[config.mk]
export PLATFORM = sky130hd
export DESIGN_NAME = event_stretcher
export DESIGN_NICKNAME = d
export VERILOG_FILES = /design/src/rtl/event_stretcher.sv
export SDC_FILE = /design/constraint.sdc
export NUM_CORES = 1
export LEC_CHECK = 0
export BUFFER_PORTS_ARGS = -buffer_cell sky130_fd_sc_hd__clkbuf_2
export CAP_MARGIN = 5
export CORE_MARGIN = 2
export CORE_UTILIZATION = 35
export CTS_BUF_LIST = sky130_fd_sc_hd__clkbuf_16
export DETAILED_ROUTE_END_ITERATION = 6
export HOLD_SLACK_MARGIN = 0.15
export MAX_ROUTING_LAYER = met4
export PLACE_DENSITY = 0.47
export RECOVER_POWER = 50
export SLEW_MARGIN = 15
export SYNTH_ARGS = -nofsm -noshare
export SYNTH_HDL_FRONTEND = slang
export SYNTH_SLANG_ARGS = --single-unit
export TNS_END_PERCENT = 5
[constraint.sdc]
create_clock -name clk_fpga -period 3.35 [get_ports clk_fpga]
set_input_delay 0.67 -clock clk_fpga [delete_from_list [all_inputs] [get_ports clk_fpga]]
set_output_delay 0.67 -clock clk_fpga [all_outputs]
set_load 0.03 [all_outputs]
[src/rtl/event_stretcher.sv]
// rtl/event_stretcher.sv - stretches single-cycle events into fixed on/off lamp flashes
//
// Turns one-cycle event pulses into lamp/buzzer flashes that a person can see or hear.
// Each flash is ON_CYCLES cycles lit, followed by an OFF_CYCLES dark gap.
//
// Optional feature: define STRETCH_QUEUE_EN to enable the replay queue.
//   With the queue, events that arrive during a flash are counted and replayed back-to-back.
//   Without the queue, those events are discarded and pending stays at 0.
//
// Ports:
//   clk_fpga  in   system clock, rising edge
//   reset     in   asynchronous active-high reset
//   event_in  in   event pulse; a level held N cycles counts as N events
//   lamp      out  registered flash output
//   busy      out  high while a flash or its dark gap is in progress
//   pending   out  queued flashes not yet started
//   dropped   out  one-cycle pulse when an event is discarded
module event_stretcher #(
    parameter int CLK_HZ      = 100_000_000,
    parameter int ON_MS       = 200,
    parameter int OFF_MS      = 100,
    parameter int MAX_PENDING = 7,
    localparam int ON_CYCLES  = CLK_HZ / 1000 * ON_MS,
    localparam int OFF_CYCLES = CLK_HZ / 1000 * OFF_MS,
    localparam int PW         = $clog2(MAX_PENDING + 1)
) (
    input  logic          clk_fpga,
    input  logic          reset,
    input  logic          event_in,
    output logic          lamp,
    output logic          busy,
    output logic [PW-1:0] pending,
    output logic          dropped
);

    localparam int MAX_CYC = (ON_CYCLES > OFF_CYCLES) ? ON_CYCLES : OFF_CYCLES;
    localparam int CW      = (MAX_CYC > 1) ? $clog2(MAX_CYC) : 1;

    typedef enum logic [1:0] {
        S_IDLE = 2'd0,
        S_ON   = 2'd1,
        S_GAP  = 2'd2
    } state_t;

    state_t          state;
    state_t          state_d;
    logic [CW-1:0]   cnt;
    logic [CW-1:0]   cnt_d;
    logic [PW-1:0]   pend_d;
    logic            lamp_d;
    logic            busy_d;
    logic            drop_d;
    logic            pend_nz;
    logic            phase_end;
    logic            ev_extra;

    assign pend_nz   = (pending != '0);
    assign phase_end = (cnt == '0);
    // Any event that does not itself launch a flash from an empty IDLE must be queued or dropped.
    assign ev_extra  = event_in && !((state == S_IDLE) && !pend_nz);

    // State register plus registered outputs; every output comes from a flop.
    always_ff @(posedge clk_fpga or posedge reset) begin
        if (reset) begin
            state   <= S_IDLE;
            cnt     <= '0;
            pending <= '0;
            lamp    <= 1'b0;
            busy    <= 1'b0;
            dropped <= 1'b0;
        end else begin
            state   <= state_d;
            cnt     <= cnt_d;
            pending <= pend_d;
            lamp    <= lamp_d;
            busy    <= busy_d;
            dropped <= drop_d;
        end
    end

    // Next-state logic
    always_comb begin
        state_d = state;
        case (state)
            S_IDLE: begin
                if (event_in || pend_nz) begin
                    state_d = S_ON;
                end
            end
            S_ON: begin
                if (phase_end) begin
                    state_d = S_GAP;
                end
            end
            S_GAP: begin
                if (phase_end) begin
                    state_d = pend_nz ? S_ON : S_IDLE;
                end
            end
            default: state_d = S_IDLE;
        endcase
    end

`ifdef STRETCH_QUEUE_EN
    logic consume;
    // A queued flash starts either from IDLE (an event landed on the GAP-end edge)
    // or directly at the end of the current gap.
    assign consume = pend_nz && ((state == S_IDLE) || ((state == S_GAP) && phase_end));
`endif

    // Output / datapath logic
    always_comb begin
        cnt_d  = cnt;
        pend_d = pending;
        drop_d = 1'b0;

        // The counter is reloaded on entry to each phase and counts down to 0.
        // Zero on the last edge of the phase, so a phase lasts exactly (load + 1) edges.
        if ((state_d == S_ON) && (state != S_ON)) begin
            cnt_d = CW'(ON_CYCLES - 1);
        end else if ((state_d == S_GAP) && (state != S_GAP)) begin
            cnt_d = CW'(OFF_CYCLES - 1);
        end else if ((state != S_IDLE) && !phase_end) begin
            cnt_d = cnt - CW'(1);
        end

`ifdef STRETCH_QUEUE_EN
        // A new event and a consumed entry on the same edge cancel out.
        if (consume && !ev_extra) begin
            pend_d = pending - PW'(1);
        end else if (!consume && ev_extra) begin
            if (pending != PW'(MAX_PENDING)) begin
                pend_d = pending + PW'(1);
            end else begin
                drop_d = 1'b1;
            end
        end
`else
        pend_d = '0;
        drop_d = ev_extra;
`endif

        lamp_d = (state_d == S_ON);
        busy_d = (state_d != S_IDLE);
    end

endmodule
==> flow_metrics.tcl <==
set metrics [dict create \
    finalPower_mw 0.803 \
    io_buffers 5 \
    overflow 0 \
    synth_top_flop_cell "dfrtp_1" \
    cts_root_buffer "clkbuf_16" \
    maxSlewHeadroom_pct -8.54 \
    worstSetupPathType "reg -> reg" \
    hold_path_class "reg -> reg" \
    finalClockSkew_ns 0.00634 \
    dieArea_mm2 0.00573 \
    fillers 525 \
    wl_per_cell_um 18.4 \
    routed_wl_mm 5.14 \
    grt_pass1_wl_mm 8.29 \
    fin_util_pct 40.3 \
    nets 212 \
    cts_buffers 5 \
    ys_seq_elements 30 \
    peakVddDrop_mv 0.164 \
    dp.cells 271 \
    cp_max_fo 8 \
    cts_hold_buf 0 \
    cp-start-kind "flop" \
    gp_congestion 0.905 \
    n_antenna_cell 0 \
    die_w_um 75.7 \
    netlist_instances 200 \
    hold_viol 0 \
    end_kind "flop" \
    finalSetupTns_ns 0 \
    vias_per_cell 5.89 \
    critPathRequiredTime_ns 3.50 \
    instances_no_fill 279 \
    fmax_mhz 375 \
    syn_area_per_cell_um2 9.00 \
    slowest_stage "or4_1" \
    grt_pass1_vias 1593 \
    ios 9 \
    drt_iter0_drc 153 \
    clkTransAtPathRegs_ns 0.05 \
    multi_input_area_um2 966 \
    arrival_ns 2.81 \
    regArea_um2 751 \
    ant_nets 0 \
    tritoncts "done" \
    drc_errors 0 \
    yosysWarnings 0 \
    vias 1643 \
    violations "max-capacitance violations, max-slew violations" \
    yosys-top-cells-area "dfrtp_1 42%, nor2_1 4.2%, nor4_1 3.5%" \
    h-tree-depth 2 \
    cts_resized 0 \
    min_period_over_period_pct 79.6 \
    core_mm2 0.00504 \
    fin_area_mm2 0.00203 \
    tightest_slew_ns 1.63 \
    post_cts_buffers 0 \
    syn_area_mm2 0.00180 \
    clkLatencyLatePin_ns 0.27 \
    outcome "complete, but fails checks" \
    layout_setup_ws_ns 0.682 \
    setup_viol 0 \
    drtPass1Iterations 4 \
    cpMostUsedCell "or4_4" \
    yosysSeqAreaShare_pct 41.7 \
    layout-drive-gt1-share_pct 11.0 \
    cts_sinks 30 \
    slew_viol_final 31 \
    place_ws_ns 0.710 \
    std_cell_rows 26 \
    clockBufferDepth 2 \
    power_density_mw_per_mm2 395 \
    async_flop_share_pct 100 \
    die_h_um 75.7 \
    cp_num_buf_inv 0 \
    worstPathCellList "or4_4 -> or4_1 -> or4_4 -> a31oi_1 -> o21ai_1" \
    place_area_mm2 0.00190 \
    rsz0062_at_grt "false" \
    grt_max_degree 31 \
    synth_area_leader_cell "dfrtp_1" \
    area_growth_pct 13.0 \
    synth_edf_count 0 \
    synth_cell_types 47 \
    floorplan.initialDensity_pct 35.7 \
    critical-path-max-stage-delay_ns 0.66 \
    whs_ns 0.535 \
    crit_family "simple AND/OR/NAND/NOR gates" \
    power.leakage_nw 0.812 \
    synth_top_cell_area_share_pct 41.7 \
    min_period_ns 2.67 \
    cap_violations 1 \
    antenna_found_initial 0 \
    grt_util_all_layers_pct 20.5 \
    dp_hpwl_mm 3.82 \
]
[final timing paths]
kind / start / endpoint / slack, ns / depth (start not counted)
worst max register to register: cnt[14] / cnt[21] / 0.68 / 5
worst min register to register: cnt[15] / cnt[15] / 0.54 / 1
max in group asynchronous: reset / cnt[0] / 1.46 / 3
min in group asynchronous: reset / busy / 0.93 / 3
worst min-delay path: cnt[15] / cnt[15] / 0.54 / 1
worst max-delay path: cnt[14] / cnt[21] / 0.68 / 5
[where the power goes]
part,internal (mW),switching (mW)
Combinational,0.00185,0.0141
Sequential,0.363,0.000135
Clock,0.268,0.155
Total,0.633,0.170
[sequential cells by signal (all words and copies together), names as in the netlist]
signal / flops
lamp: 1
state: 2
dropped: 1
cnt: 25
busy: 1
[kinds of logic after synthesis]
group	Yosys count	share of synthesized area, %
and+or+nand+nor	92	29.1
AOI/OAI and AO/OA	48	18.4
DFF	30	41.7
buffers and inverters	19	5.07
muxes	6	3.34
xor gates and xnor gates	3	1.46
adders and majority gates	1	0.695
other	1	0.208
[cells in the mapped netlist, types with 5 or more instances]
cell type,instances
dfrtp_1,30
nor4_1,10
mux2i_1,6
clkbuf_1,7
o21ai_0,7
nand4_1,6
nor2_1,20
nand3_1,6
nand2_1,10
a21oi_1,8
or4_1,8
inv_1,7
or3_1,5
a31oi_1,6
nor3_1,10
[per-layer routing]
metal | global-route usage, % | vias to the layer above | wire [µm]
li1 | - | 783 | -
met1 | 24.9 | 810 | 2300
met2 | 33.6 | 44 | 2530
met3 | 4.23 | 6 | 235
met4 | 7.41 | 0 | 73
met5 | - | - | 0
[cells in the final DEF (no fill, tap or decap), types with 3 or more instances in the layout]
master,Yosys,final
and2_1,3,3
clkbuf_16,0,5
dfrtp_1,30,30
nor2_1,20,20
o21ai_1,3,3
clkbuf_2,0,5
buf_4,3,5
o211ai_1,3,3
nor3_1,10,10
conb_1,1,3
or3_1,5,5
inv_1,7,8
a31oi_1,6,6
a21oi_1,8,8
or4_1,8,8
nand4_1,6,6
nand2_1,10,10
o21ai_0,7,7
xnor2_1,3,3
nand3_1,6,6
nor4_1,10,10
or4_4,3,3
nand2b_1,3,3
o31ai_1,3,3
mux2i_1,6,6
[area by class of cell]
type	instances	share of cell area (%)
clock inverter	3	0.615
tap	70	4.31
multi-input combinational	153	47.5
clock buffer	5	6.15
inverter	7	1.29
sequential	30	36.9
timing repair buffer	11	3.26
(Power assumes the default switching activity.)
